==> config.mk <==
export PLATFORM = sky130hd
export DESIGN_NAME = ext_bus_sched_flat
export DESIGN_NICKNAME = d
export VERILOG_FILES = /design/src/rtl/ext_bus_sched_if.sv /design/src/rtl/ext_bus_sched.sv /design/src/flat_wrapper.sv
export SDC_FILE = /design/constraint.sdc
export NUM_CORES = 1
export LEC_CHECK = 0
export ABC_AREA = 1
export CORE_MARGIN = 1
export CORE_UTILIZATION = 40
export DETAILED_ROUTE_END_ITERATION = 8
export PLACE_DENSITY_LB_ADDON = 0.3
export SLEW_MARGIN = 20
export SYNTH_ARGS = -nofsm -noshare
export SYNTH_HDL_FRONTEND = slang
export SYNTH_SLANG_ARGS = --single-unit
==> constraint.sdc <==
create_clock -name clk -period 1.9 [get_ports clk]
set_input_delay 0.38 -clock clk [delete_from_list [all_inputs] [get_ports clk]]
set_output_delay 0.38 -clock clk [all_outputs]
set_load 0.03 [all_outputs]
==> src/rtl/ext_bus_sched_if.sv <==
// Request/response signals of the two bus requesters plus the P0/P2 pad-side signals
// of the external bus scheduler.
interface ext_bus_sched_if;
    logic        fetch_req;
    logic [15:0] fetch_addr;
    logic        fetch_gnt;
    logic        fetch_done;
    logic [7:0]  fetch_data;
    logic        x_req;
    logic        x_we;
    logic [15:0] x_addr;
    logic [7:0]  x_wdata;
    logic        x_gnt;
    logic        x_done;
    logic [7:0]  x_rdata;
    logic [7:0]  p0_out;
    logic        p0_oe;
    logic [7:0]  p0_in;
    logic [7:0]  p2_out;
    logic        ale;
    logic        psen_n;
    logic        rd_n;
    logic        wr_n;
    logic        busy;

    modport master (
        output fetch_req, fetch_addr, x_req, x_we, x_addr, x_wdata, p0_in,
        input  fetch_gnt, fetch_done, fetch_data, x_gnt, x_done, x_rdata,
               p0_out, p0_oe, p2_out, ale, psen_n, rd_n, wr_n, busy
    );

    modport slave (
        input  fetch_req, fetch_addr, x_req, x_we, x_addr, x_wdata, p0_in,
        output fetch_gnt, fetch_done, fetch_data, x_gnt, x_done, x_rdata,
               p0_out, p0_oe, p2_out, ale, psen_n, rd_n, wr_n, busy
    );
endinterface

==> src/rtl/ext_bus_sched.sv <==
// Multiplexed external bus scheduler: arbitrates instruction fetch vs MOVX and sequences
// each access as ADDR -> STRB -> HOLD, driving ALE, PSEN_n, RD_n, WR_n and P0/P2.
module ext_bus_sched #(
    parameter int unsigned ADDR_CYC = 2,
    parameter int unsigned STRB_CYC = 3
) (
    input  logic           clk,
    input  logic           reset,
    ext_bus_sched_if.slave bus
);
    typedef enum logic [1:0] {ST_IDLE, ST_ADDR, ST_STRB, ST_HOLD} state_t;
    typedef enum logic [1:0] {OP_FETCH, OP_READ, OP_WRITE} op_t;

    localparam logic [3:0] ADDR_LAST = 4'(ADDR_CYC - 1);
    localparam logic [3:0] STRB_LAST = 4'(STRB_CYC - 1);

    state_t      state_reg, state_next;
    logic [3:0]  cnt_reg, cnt_next;
    op_t         op_reg, op_next;
    logic [15:0] addr_reg, addr_next;
    logic [7:0]  wdata_reg, wdata_next;
    logic        last_x_reg, last_x_next;
    logic [7:0]  fetch_data_reg;
    logic [7:0]  x_rdata_reg;
    logic        pick_x;
    logic        strb_last;

    // On a tie the requester type that did not win last time gets the bus.
    assign pick_x    = bus.x_req && !(bus.fetch_req && last_x_reg);
    assign strb_last = (state_reg == ST_STRB) && (cnt_reg == STRB_LAST);

    always_ff @(posedge clk) begin
        if (reset) begin
            state_reg  <= ST_IDLE;
            cnt_reg    <= '0;
            op_reg     <= OP_FETCH;
            addr_reg   <= '0;
            wdata_reg  <= '0;
            last_x_reg <= 1'b0;
        end else begin
            state_reg  <= state_next;
            cnt_reg    <= cnt_next;
            op_reg     <= op_next;
            addr_reg   <= addr_next;
            wdata_reg  <= wdata_next;
            last_x_reg <= last_x_next;
        end
    end

    // Read data survives a reset that aborts an access; a reset applied from idle clears it.
    always_ff @(posedge clk) begin
        if (reset) begin
            if (state_reg == ST_IDLE) begin
                fetch_data_reg <= '0;
                x_rdata_reg    <= '0;
            end
        end else if (strb_last) begin
            if (op_reg == OP_FETCH) begin
                fetch_data_reg <= bus.p0_in;
            end else if (op_reg == OP_READ) begin
                x_rdata_reg <= bus.p0_in;
            end
        end
    end

    always_comb begin
        state_next  = state_reg;
        cnt_next    = cnt_reg;
        op_next     = op_reg;
        addr_next   = addr_reg;
        wdata_next  = wdata_reg;
        last_x_next = last_x_reg;
        case (state_reg)
            ST_IDLE: begin
                cnt_next = '0;
                if (bus.fetch_req || bus.x_req) begin
                    state_next = ST_ADDR;
                    if (pick_x) begin
                        op_next     = bus.x_we ? OP_WRITE : OP_READ;
                        addr_next   = bus.x_addr;
                        wdata_next  = bus.x_wdata;
                        last_x_next = 1'b1;
                    end else begin
                        op_next     = OP_FETCH;
                        addr_next   = bus.fetch_addr;
                        last_x_next = 1'b0;
                    end
                end
            end
            ST_ADDR: begin
                if (cnt_reg == ADDR_LAST) begin
                    state_next = ST_STRB;
                    cnt_next   = '0;
                end else begin
                    cnt_next = cnt_reg + 4'd1;
                end
            end
            ST_STRB: begin
                if (cnt_reg == STRB_LAST) begin
                    state_next = ST_HOLD;
                    cnt_next   = '0;
                end else begin
                    cnt_next = cnt_reg + 4'd1;
                end
            end
            ST_HOLD: begin
                state_next = ST_IDLE;
                cnt_next   = '0;
            end
            default: begin
                state_next = ST_IDLE;
                cnt_next   = '0;
            end
        endcase
    end

    always_comb begin
        bus.ale    = 1'b0;
        bus.psen_n = 1'b1;
        bus.rd_n   = 1'b1;
        bus.wr_n   = 1'b1;
        bus.p0_oe  = 1'b0;
        bus.p0_out = '0;
        bus.p2_out = '0;
        case (state_reg)
            ST_ADDR: begin
                bus.ale    = 1'b1;
                bus.p0_oe  = 1'b1;
                bus.p0_out = addr_reg[7:0];
                bus.p2_out = addr_reg[15:8];
            end
            ST_STRB: begin
                bus.p2_out = addr_reg[15:8];
                case (op_reg)
                    OP_FETCH: bus.psen_n = 1'b0;
                    OP_READ:  bus.rd_n   = 1'b0;
                    OP_WRITE: begin
                        bus.wr_n   = 1'b0;
                        bus.p0_oe  = 1'b1;
                        bus.p0_out = wdata_reg;
                    end
                    default: ;
                endcase
            end
            ST_HOLD: begin
                // Write data stays on P0 one extra cycle for the RAM's hold time.
                bus.p2_out = addr_reg[15:8];
                if (op_reg == OP_WRITE) begin
                    bus.p0_oe  = 1'b1;
                    bus.p0_out = wdata_reg;
                end
            end
            default: ;
        endcase
    end

    assign bus.fetch_gnt  = (state_reg == ST_ADDR) && (cnt_reg == 4'd0) && (op_reg == OP_FETCH);
    assign bus.x_gnt      = (state_reg == ST_ADDR) && (cnt_reg == 4'd0) && (op_reg != OP_FETCH);
    assign bus.fetch_done = (state_reg == ST_HOLD) && (op_reg == OP_FETCH);
    assign bus.x_done     = (state_reg == ST_HOLD) && (op_reg != OP_FETCH);
    assign bus.fetch_data = fetch_data_reg;
    assign bus.x_rdata    = x_rdata_reg;
    assign bus.busy       = (state_reg != ST_IDLE);
endmodule

==> src/flat_wrapper.sv <==
// flat-port wrapper written by rule: the top's interface ports become plain ports
module ext_bus_sched_flat 
#(
    parameter int unsigned ADDR_CYC = 2,
    parameter int unsigned STRB_CYC = 3
)
  (clk, reset, bus_fetch_req, bus_fetch_addr, bus_x_req, bus_x_we, bus_x_addr, bus_x_wdata, bus_p0_in, bus_fetch_gnt, bus_fetch_done, bus_fetch_data, bus_x_gnt, bus_x_done, bus_x_rdata, bus_p0_out, bus_p0_oe, bus_p2_out, bus_ale, bus_psen_n, bus_rd_n, bus_wr_n, bus_busy);
  ext_bus_sched_if bus_i ();
  input  logic clk;
  input  logic reset;
  input wire logic [$bits(bus_i.fetch_req)-1:0] bus_fetch_req;
  input wire logic [$bits(bus_i.fetch_addr)-1:0] bus_fetch_addr;
  input wire logic [$bits(bus_i.x_req)-1:0] bus_x_req;
  input wire logic [$bits(bus_i.x_we)-1:0] bus_x_we;
  input wire logic [$bits(bus_i.x_addr)-1:0] bus_x_addr;
  input wire logic [$bits(bus_i.x_wdata)-1:0] bus_x_wdata;
  input wire logic [$bits(bus_i.p0_in)-1:0] bus_p0_in;
  output wire logic [$bits(bus_i.fetch_gnt)-1:0] bus_fetch_gnt;
  output wire logic [$bits(bus_i.fetch_done)-1:0] bus_fetch_done;
  output wire logic [$bits(bus_i.fetch_data)-1:0] bus_fetch_data;
  output wire logic [$bits(bus_i.x_gnt)-1:0] bus_x_gnt;
  output wire logic [$bits(bus_i.x_done)-1:0] bus_x_done;
  output wire logic [$bits(bus_i.x_rdata)-1:0] bus_x_rdata;
  output wire logic [$bits(bus_i.p0_out)-1:0] bus_p0_out;
  output wire logic [$bits(bus_i.p0_oe)-1:0] bus_p0_oe;
  output wire logic [$bits(bus_i.p2_out)-1:0] bus_p2_out;
  output wire logic [$bits(bus_i.ale)-1:0] bus_ale;
  output wire logic [$bits(bus_i.psen_n)-1:0] bus_psen_n;
  output wire logic [$bits(bus_i.rd_n)-1:0] bus_rd_n;
  output wire logic [$bits(bus_i.wr_n)-1:0] bus_wr_n;
  output wire logic [$bits(bus_i.busy)-1:0] bus_busy;
  assign bus_i.fetch_req = bus_fetch_req;
  assign bus_i.fetch_addr = bus_fetch_addr;
  assign bus_i.x_req = bus_x_req;
  assign bus_i.x_we = bus_x_we;
  assign bus_i.x_addr = bus_x_addr;
  assign bus_i.x_wdata = bus_x_wdata;
  assign bus_i.p0_in = bus_p0_in;
  assign bus_fetch_gnt = bus_i.fetch_gnt;
  assign bus_fetch_done = bus_i.fetch_done;
  assign bus_fetch_data = bus_i.fetch_data;
  assign bus_x_gnt = bus_i.x_gnt;
  assign bus_x_done = bus_i.x_done;
  assign bus_x_rdata = bus_i.x_rdata;
  assign bus_p0_out = bus_i.p0_out;
  assign bus_p0_oe = bus_i.p0_oe;
  assign bus_p2_out = bus_i.p2_out;
  assign bus_ale = bus_i.ale;
  assign bus_psen_n = bus_i.psen_n;
  assign bus_rd_n = bus_i.rd_n;
  assign bus_wr_n = bus_i.wr_n;
  assign bus_busy = bus_i.busy;
  ext_bus_sched #(.ADDR_CYC(ADDR_CYC), .STRB_CYC(STRB_CYC)) u_core (.clk(clk), .reset(reset), .bus(bus_i));
endmodule
Word level (Yosys, flattened, before mapping)
Cells that the tools add are included.

Reduce and logical (&&, ||, !) cells: 26. Add/subtract/negate cells: 1. Multiplexer cells: 31. Eq/ne operators: 12.

Operators by type and width (number): two-way mux 8 bit (10); two-way mux 16 bit (1); case mux 8 bit (2 select lines) (1); case mux 4 bit (3 select lines) (1); two-way mux 2 bit (5); nonzero test 2 bit (5); two-way mux 1 bit (9); AND reduction 3 bit (3); logical AND 1 bit (8); two-way mux 4 bit (2); case mux 2 bit (4 select lines) (1); == test 2 bit (second input constant) (3); != test 2 bit (second input constant) (3); adder 4 x 1 -> 4 bit (second input constant) (1); == test 2 x 1 -> 1 bit (second input constant) (2); == test 4 x 1 -> 1 bit (second input constant) (1); == test 4 x 2 -> 1 bit (second input constant) (1); zero test 2 bit (2); zero test 4 bit (1); != test 2 x 1 -> 1 bit (second input constant) (2); AND reduction 4 bit (1); OR reduction 2 bit (2); OR reduction 3 bit (1); case mux 1 bit (2 select lines) (1); other kinds (3) (3).

Flip-flop bits (word level): 49. Input port bits: 53.

Depth between registers and ports, before layout
Gate-level depths: netlist of the first run.

Depth in word-level cells: 5. Depth in mapped cells: 8. Gate-level depth less buffers: 8.

Worst setup path after synthesis of the first run
OpenSTA, ideal clock, no wires.

Path kind: flip-flop to output port. Start point: register u_core.state_reg[0]. End point: output bus_p0_out[0]. Cell stages (with the launch flop): 7. Arrival time: 1.755 ns. Slack: -0.235 ns. Cell sequence: dfxtp_1 inv_1 ha_1 nand3_1 o21ai_2 nand2_1 a21oi_1.

Cells in the longest elaborated chain, start to end: 3. Elaborated cells on any way between the ends: 5.

Ends and longest elaborated chain: start, declared (line ext_bus_sched.sv:17) `state_t state_reg, state_next;`; start signal, assigned (line ext_bus_sched.sv:41) `state_reg <= state_next;`; == test 2 bit (line ext_bus_sched.sv:125) `case (state_reg)`; OR reduction 2 bit (no source line); case mux 8 bit (2 select lines) (*) (line ext_bus_sched.sv:125); end, declared (line flat_wrapper.sv:24) `output wire logic [$bits(bus_i.p0_out)-1:0] bus_p0_out;`.

Every way passes the cells marked *; elsewhere a longest branch is shown, timed or not.

Worst setup path after layout of the first run
Start point: register u_core.state_reg[0]. End point: output bus_p0_out[3].

The elaborated chain is that of the path after synthesis.

==> impl_results.rst, run 1 <==
.. list-table::
   :header-rows: 1

   * - Metric
     - Value
   * - Adder-cell share of the synthesized area
     - around 2.2%
   * - Proportion of synthesized chip area in sequential cells
     - slightly above 50%
   * - Detailed-router iteration count before antenna repair
     - 4
   * - Xor and xnor area share after synthesis
     - less than 1%
   * - Met3 wirelength from detailed routing
     - 391 um
   * - Arrival time reported for the critical path endpoint
     - 1670 ps
   * - Multi-input logic area
     - 1127 um2
   * - CTS clock-pin slew for the worst setup and hold paths
     - around 90 ps
   * - Internal power contribution
     - roughly 0.0026 W
   * - Clock root cell
     - sky130_fd_sc_hd__clkbuf_8
   * - Via count
     - 2295
   * - First-pass GRT wire length
     - between 9000 and 10000 um
   * - Wire length after detailed routing
     - 6229 um
   * - Placed wire-length estimate after detailed placement
     - ~4300 um
   * - Count of nets left with antenna violations after detail routing
     - 0
   * - Basic-gate share of the synthesized area counting and, or, nand and nor cells
     - between 20 and 25%
   * - Global routing usage summed across all routing layers
     - 20.91%
   * - Maximum number of pins on one net before global-route repair
     - 33
   * - Flip-flop count of the largest register, all copies and words added
     - 16
   * - Final min period
     - approximately 2000 ps
   * - Combinational family with the most area after synthesis
     - simple AND/OR/NAND/NOR gates
   * - Most Frequent Cell on Critical Path
     - sky130_fd_sc_hd__buf_6
   * - Maximum fanout encountered on the critical timing path
     - 8
   * - Number of buffers created by CTS
     - 5
   * - Ordered cell list for the critical path
     - buf_6, ha_4, inv_4, o21ai_4, buf_12, nand2_4, a21oi_4, buf_6
   * - Number of placement rows
     - 27
   * - Clock Path Buffers
     - 2
   * - Mean instance size in the synthesized netlist
     - 7.854 um2
   * - Psw
     - just under 0.002 W
   * - Die extent in x
     - 77.33 um
   * - Net switching fraction of the power
     - 43.36%
   * - Post-route clock period utilization
     - 107.8%
   * - H-tree levels
     - 2
   * - Endpoints failing setup
     - 10
   * - Proportion of netlist area held by the largest area contributor
     - just under 30%
   * - Antenna Cells
     - 0
   * - Share of async-settable or async-resettable flops after synthesis
     - 0%
   * - Routed length on met1
     - about 2600 um
   * - Hold Violations, Final
     - 0
   * - Per-cell via count in the routed design
     - 4.883
   * - Input/output buffers
     - between 90 and 100
   * - Count of flip-flops with a built-in enable after synthesis
     - 16
   * - Ys Warns
     - 0
   * - Fraction of layout cells with a size suffix above 1
     - 21.86%
   * - Post-synth cell types
     - 26
   * - Max-capacitance violation count
     - 0
   * - Signed area change from the synthesized netlist to the final layout
     - 63.40%
   * - Top Metal Used
     - met4
   * - Fillers
     - 456
   * - I/O pin total
     - 95
   * - Leakage
     - roughly 1.6 nW
   * - Fin Hold WS
     - between 400 and 500 ps
   * - Outcome
     - finished, violations left
   * - Residual overflow from global routing
     - 0
   * - Flip-flop cell with the highest count after synthesis
     - sky130_fd_sc_hd__dfxtp_1
   * - Mapped Cells
     - approximately 290
   * - Reg power frac
     - roughly 33%
   * - Violated checks
     - negative setup slack
   * - Met2 layer wire length in the routed design
     - 3118 um
   * - Largest area contributor in the netlist
     - sky130_fd_sc_hd__dfxtp_1
   * - Launching element type of the critical path
     - flip-flop
   * - Mux share of post-synthesis cell area
     - 0%
   * - Placeable core region
     - ~5500 um2
   * - Initial Utilization
     - a little over 40%
   * - Flop and latch count out of synthesis
     - 49
   * - Hold/Removal Path Class
     - reg -> reg
   * - Post-synthesis compound-gate area fraction
     - 15.66%
   * - Register area
     - between 1000 and 1500 um2
   * - Master of the slowest instance on the critical path
     - sky130_fd_sc_hd__dfxtp_4
   * - Clock Latency Late Sink
     - 300 ps
   * - Crit end category
     - output pin
   * - Chip Height
     - between 70 and 80 um
   * - DRC violation count after routing
     - 0
   * - Classification of the worst setup path
     - reg -> out
   * - Delay contributed by the slowest stage of the critical path
     - approximately 380 ps
   * - Number of nets at the end of the flow
     - ~450
   * - Setup slack of the worst register-to-register path
     - roughly 60 ps
   * - Number of antenna violations at the first check in global routing
     - 0
   * - Final sum of negative setup slack
     - -1075 ps
   * - Syn Nets
     - around 350
   * - Final Max Slew Viols
     - 0
   * - Number of global-route vias before repair
     - ~2200
   * - Die Outline Area
     - between 5000 and 6000 um2
   * - Combinational Power Share
     - roughly 53%
   * - Data required time at the worst endpoint
     - ~1500 ps
   * - Power density over cell area
     - around 1200 nW/um2
   * - Clock network fraction of total power
     - between 10 and 15%
   * - Clock tree from TritonCTS
     - built
   * - Slew at the pin closest to its max-slew limit
     - ~380 ps
   * - RSZ-0062 raised after global routing
     - yes
   * - CTS sink count
     - 49
   * - Hold buffers post-CTS
     - 0
   * - Slew HR
     - about 75%
   * - Main area contributors after synthesis
     - sky130_fd_sc_hd__dfxtp_1, sky130_fd_sc_hd__edfxtp_1, sky130_fd_sc_hd__nand2_1
   * - Worst Slack Setup Final
     - -147.5 ps
   * - Routability Congestion
     - 0.8480
   * - Iteration-0 DRC Markers
     - between 100 and 150
   * - Clock tree skew after final layout
     - approximately 4.6 ps
   * - Highest Clock Rate
     - approximately 0.5 GHz
   * - Worst vdd ir
     - between 500 and 600 uV
   * - Cell area after synthesis
     - between 2000 and 2500 um2
   * - Routed WL per cell
     - 13.25 um
==> synthesized netlist by cell type (2+ instances only) <==
library cell and number:
sky130_fd_sc_hd__nand2_1 73, sky130_fd_sc_hd__nor2_1 35, sky130_fd_sc_hd__dfxtp_1 33, sky130_fd_sc_hd__inv_1 31, sky130_fd_sc_hd__a21oi_1 20, sky130_fd_sc_hd__a31oi_1 16, sky130_fd_sc_hd__edfxtp_1 16, sky130_fd_sc_hd__nand3_1 14
sky130_fd_sc_hd__o21ai_1 14, sky130_fd_sc_hd__buf_2 6, sky130_fd_sc_hd__ha_1 4, sky130_fd_sc_hd__inv_2 4, sky130_fd_sc_hd__clkbuf_1 3, sky130_fd_sc_hd__nand4_1 3, sky130_fd_sc_hd__o21ai_0 3, sky130_fd_sc_hd__a21oi_4 2
sky130_fd_sc_hd__buf_4 2, sky130_fd_sc_hd__buf_6 2
==> kinds of logic (layout without fill, tap and decap cells) <==
logic type	count (synthesis)	count (layout)
adder cells (fa/ha/maj)	4	4
buffers and inverters	49	158
AND/OR/NAND/NOR	126	126
XOR/XNOR	1	1
AO/OA/AOI/OAI	60	60
flip-flops	49	49
==> cell usage in the layout (no fill, tap or decap), types with 8 or more instances in the layout <==
cell type                         Yosys  final
sky130_fd_sc_hd__buf_6                2     14
sky130_fd_sc_hd__nand2_4              0      8
sky130_fd_sc_hd__a21oi_1             20     12
sky130_fd_sc_hd__clkbuf_2             0      8
sky130_fd_sc_hd__nand3_1             14     13
sky130_fd_sc_hd__nand2_1             73     65
sky130_fd_sc_hd__dfxtp_1             33     29
sky130_fd_sc_hd__edfxtp_1            16     16
sky130_fd_sc_hd__a21oi_4              2     10
sky130_fd_sc_hd__o21ai_1             14     14
sky130_fd_sc_hd__buf_4                2     16
sky130_fd_sc_hd__nor2_1              35     35
sky130_fd_sc_hd__inv_1               31     28
sky130_fd_sc_hd__clkdlybuf4s50_1      0     68
sky130_fd_sc_hd__a31oi_1             16     16
==> through the flow <==
step                cell area (um2)  utilization, %  setup WS, ps  total power (W)  cells
floorplan                      2365               -        -41.62         0.002883    289
detailed placement             3438           62.83         2.235         0.003678    458
global placement               3438           62.83         36.84         0.003640    458
finish                         3709           67.76        -147.5         0.004548    470
global route                   3709           67.76        -206.0         0.004797    470
CTS                            3667           67.01        -130.9         0.004423    467
==> worst paths after layout <==
check,startpoint,to,cells past startpoint
setup / recovery,u_core.state_reg[0]$_SDFFE_PP0P_,bus_p0_out[3],8
hold / removal,u_core.cnt_reg[0]$_SDFF_PP0_,u_core.cnt_reg[0]$_SDFF_PP0_,1
setup reg to reg,u_core.state_reg[1]$_SDFFE_PP0P_,u_core.bus.fetch_data[1]$_DFFE_PP_,8
hold reg to reg,u_core.cnt_reg[0]$_SDFF_PP0_,u_core.cnt_reg[0]$_SDFF_PP0_,1
==> critical path: cells and delay by family (launching register included) <==
kind	cells	cell delay (ps)
adders and majority gates	1	130
AOI/OAI and AO/OA	2	320
buffers and inverters	4	480
and+or+nand+nor	1	60
DFF	1	380
==> power groups by stage <==
stage / logic, W / clock network (W) / registers [W]
2_1_floorplan: 0.00129 / 0 / 0.00159
3_3_place_gp: 0.00216 / 0 / 0.00148
3_5_place_dp: 0.00219 / 0 / 0.00149
4_1_cts: 0.00228 / 0.000645 / 0.00150
5_1_grt: 0.00256 / 0.000696 / 0.00154
6_report: 0.00240 / 0.000632 / 0.00152
==> what timing repair did <==
action                                 CTS  global route
cloned                                   0             1
setup buffers                            1             2
endpoints found under the hold margin    0             0
setup endpoints to repair               24            20
resized for setup                       62            29
pin swaps                                2             5
==> area by class of cell <==
type,instances,share of cell area (%)
sequential,49,30.97
clock inverter,3,0.6748
timing repair buffer,115,29.99
inverter,35,3.677
clock buffer,5,1.856
multi-input combinational,191,30.40
tap,72,2.429
==> routing by layer <==
layer	global-route usage (%)	up-vias
met5	0	-
li1	-	1164
met1	23.64	1042
met4	6.604	0
met3	6.310	10
met2	37.26	79
No activity file was read; power rests on OpenSTA's default activity.
==> run 2: changes to the inputs <==
--- a/config.mk
+++ b/config.mk
@@ -8,5 +8,6 @@
 export ABC_AREA = 1
 export CORE_MARGIN = 1
-export CORE_UTILIZATION = 40
+export CORE_UTILIZATION = 43
+export CTS_CLUSTER_DIAMETER = 120
 export DETAILED_ROUTE_END_ITERATION = 8
 export PLACE_DENSITY_LB_ADDON = 0.3
==> constraint.sdc (replaced) <==
create_clock -name clk -period 1.9 [get_ports clk]
set_input_delay 0.38 -clock clk [delete_from_list [all_inputs] [get_ports clk]]
set_output_delay 0.38 -clock clk [all_outputs]
set_load 0.01 [all_outputs]
==> run 2 against run 1 <==
  * The run now ends clean
  * Final cell count grew 0.64%
  * Setup slack better by 170 ps
  * Die area shrank 6.8%
  * Flip-flop and latch count stayed put
  * Sequential power barely moved
  * Maximum frequency is 8.9% higher
  * Routed wire length is 1.6% higher
  * Utilization rose by 2.8 points
  * Largest cell class unchanged
  * Largest power group unchanged
==> impl_results.rst, run 2 (synthesis gave the netlist of run 1 again) <==
.. list-table::
   :header-rows: 1

   * - Metric
     - Value
   * - Commonest non-fill, non-tap cells in the layout
     - sky130_fd_sc_hd__nand2_1, sky130_fd_sc_hd__clkdlybuf4s50_1, sky130_fd_sc_hd__nor2_1
   * - CTS sink count
     - 49 (unchanged)
   * - Fraction of met2 tracks used by global routing
     - 40.04% (+2.8 points)
   * - Post-route clock period utilization
     - 98.98% (-8.8 points)
   * - I/O pin total
     - 95 (unchanged)
   * - Most heavily used metal layer in global routing
     - met2
   * - Power density over cell area
     - 1224 nW/um2 (-0.18%)
   * - Launching element type of the critical path
     - flip-flop
   * - Routed WL per cell
     - 13.38 um (+0.99%)
   * - Via count
     - 2314 (+0.83%)
   * - Detailed-router iteration count before antenna repair
     - 4 (unchanged)
   * - Placed cells
     - 462 (+0.87%)
   * - Global routing usage summed across all routing layers
     - 23.27% (+2.4 points)
   * - Antenna Cells
     - 0 (unchanged)
   * - RSZ-0062 raised after global routing
     - yes
   * - H-tree levels
     - 2 (unchanged)
   * - Master of the slowest instance on the critical path
     - sky130_fd_sc_hd__dfxtp_4
   * - Clock Path Buffers
     - 2 (unchanged)
   * - Maximum number of pins on one net before global-route repair
     - 35 (+6.1%)
   * - Slew at the pin closest to its max-slew limit
     - 274.0 ps (-106.3 ps)
   * - Fillers
     - 415 (-9.0%)
   * - Setup slack of the worst register-to-register path
     - 100 ps (+40 ps)
   * - Slew HR
     - 81.65% (+7.1 points)
   * - Routability Congestion
     - 0.7854 (-7.4%)
   * - Number of global-route vias before repair
     - 2135 (-4.2%)
   * - Input/output buffers
     - 94 (unchanged)
   * - Fin Hold WS
     - 468.6 ps (-1.282 ps)
   * - Classification of the worst setup path
     - reg -> out
   * - Crit end category
     - output pin
   * - Final non-filler cell total
     - 473 (+0.64%)
   * - Number of nets at the end of the flow
     - 459 (+1.1%)
   * - Ordered cell list for the critical path
     - inv_4, ha_4, nand3_4, o21ai_2, buf_6, nand2_2, a21oi_2, buf_2
   * - Maximum fanout encountered on the critical timing path
     - 8 (unchanged)
   * - Clock tree from TritonCTS
     - built
   * - Endpoints failing setup
     - 0 (-10)
   * - Hold/Removal Path Class
     - reg -> reg
   * - CTS clock-pin slew for the worst setup and hold paths
     - 100 ps (about the same)
   * - Chip Height
     - 74.65 um (-3.5%)
   * - Clock Latency Late Sink
     - 310 ps (about the same)
   * - Fraction of layout cells with a size suffix above 1
     - 20.84% (-1.0 points)
   * - Clock tree skew after final layout
     - 11.28 ps (+6.642 ps)
   * - Initial Utilization
     - 44.44% (+3.0 points)
   * - Highest Clock Rate
     - 0.5317 GHz (+8.9%)
   * - Commonest non-fill, non-tap cell in the layout
     - sky130_fd_sc_hd__nand2_1
   * - Final design utilization
     - 70.53% (+2.8 points)
   * - Placed wire-length estimate after detailed placement
     - 4335 um (+1.6%)
   * - DRC violation count after routing
     - 0 (unchanged)
   * - Wire length after detailed routing
     - 6331 um (+1.6%)
   * - Worst vdd ir
     - 657.5 uV (+21%)
   * - Placeable core region
     - 5107 um2 (-6.7%)
   * - Residual overflow from global routing
     - 0 (unchanged)
   * - Clock root cell
     - sky130_fd_sc_hd__clkbuf_8
   * - Data required time at the worst endpoint
     - 1520 ps (about the same)
   * - Arrival time reported for the critical path endpoint
     - 1500 ps (-170 ps)
   * - Signed area change from the synthesized netlist to the final layout
     - 58.71%
   * - Delay contributed by the slowest stage of the critical path
     - 380 ps (about the same)
   * - Number of buffers created by CTS
     - 5 (unchanged)
   * - Hold Violations, Final
     - 0 (unchanged)
   * - Met1 layer usage reported by global route
     - 28.83% (+5.2 points)
   * - Per-cell via count in the routed design
     - 4.892 (+0.19%)
   * - First-pass GRT wire length
     - 9749 um (-1.7%)
   * - Max-capacitance violation count
     - 0 (unchanged)
   * - Leakage
     - 1.495 nW (-4.7%)
   * - Count of nets left with antenna violations after detail routing
     - 0 (unchanged)
   * - Outcome
     - completed
   * - Number of placement rows
     - 26 (-3.7%)
   * - Flip-flop count of the largest register, all copies and words added
     - 16 (unchanged)
   * - Number of antenna violations at the first check in global routing
     - 0 (unchanged)
   * - Final sum of negative setup slack
     - 0 ps (+1075 ps)
   * - Power after layout
     - 0.004410 W (-3.0%)
   * - Iteration-0 DRC Markers
     - 146 (+35%)
   * - Met3 Resource Use GR
     - 5.890% (-0.42 points)
   * - Final min period
     - 1881 ps (-166.9 ps)
   * - Die extent in x
     - 74.65 um (-3.5%)
   * - Die Outline Area
     - 5573 um2 (-6.8%)
   * - Final Max Slew Viols
     - 0 (unchanged)
==> run 2: cell count changes in the layout (fill, tap and decap cells not counted), sizes merged <==
cell           change
clkbuf             -6
buf               +11
bufinv             +1
clkinv             -1
clkdlybuf4s15      -1
dlygate4sd2        +2
inv                -1
==> run 2: metrics by stage <==
stage                     area (um2)  setup slack [ps]
after floorplan                 2270             206.2
after global placement          3426            -74.67
after detailed placement        3426            -162.3
after CTS                       3538             5.357
after global routing            3602            -62.47
final                           3602             19.39
==> run 2: area by class of cell <==
class / instances / area (um2) / share of cell area, %
clock buffers: 6 / 82.58 / 2.292
multi-input cells: 191 / 1012 / 28.10
clock inverters: 2 / 37.54 / 1.042
inverters: 35 / 136.4 / 3.786
repair buffers: 120 / 1096 / 30.43
well taps: 70 / 87.58 / 2.431
flip-flops and latches: 49 / 1150 / 31.92
==> run 2: path summary, 6_finish.rpt <==
kind	startpoint	endpoint	cells after the start
max	u_core.state_reg[0]$_SDFFE_PP0P_	bus_p0_out[2]	8
min	u_core.wdata_reg[6]$_SDFFE_PP0P_	u_core.wdata_reg[6]$_SDFFE_PP0P_	2
max reg2reg	u_core.state_reg[0]$_SDFFE_PP0P_	u_core.bus.fetch_data[7]$_DFFE_PP_	9
min reg2reg	u_core.wdata_reg[6]$_SDFFE_PP0P_	u_core.wdata_reg[6]$_SDFFE_PP0P_	2
==> run 2: timing repair <==
action | CTS | global route
hold buffers | 0 | 0
endpoints found under the setup margin | 26 | 15
pin swaps | 2 | 8
buffers inserted | 1 | 2
gates resized for setup | 99 | 23
cloned | 1 | 0
==> run 2: critical path: cells and delay by family, from the launching register on <==
| kind | cells | cell delay [ps] |
|---|---|---|
| flip-flops | 1 | 380 |
| buffers and inverters | 3 | 350 |
| AO/OA/AOI/OAI | 2 | 200 |
| adder cells (fa/ha/maj) | 1 | 140 |
| AND/OR/NAND/NOR | 2 | 120 |
==> run 2: power breakdown <==
part	switching, W	leakage (nW)	internal (W)
sequential	0.000147	0.426	0.00136
clock	0.000361	0.0574	0.000428
combinational	0.00113	1.01	0.000979
total	0.00164	1.50	0.00277
==> run 2: layer usage <==
| metal | routed length (um) | vias to the layer above | share of wire, % |
|---|---|---|---|
| met3 | 357 | 9 | 5.6 |
| met4 | 80 | 0 | 1.3 |
| met5 | 0 | - | 0 |
| met1 | 2704 | 1054 | 43 |
| li1 | - | 1173 | - |
| met2 | 3189 | 78 | 50 |
==> run 3: changes to the inputs <==
SLEW_MARGIN = 40   (was 20)
==> results of run 3 <==
Final layout, timing and power as in run 2 (identical DEF).
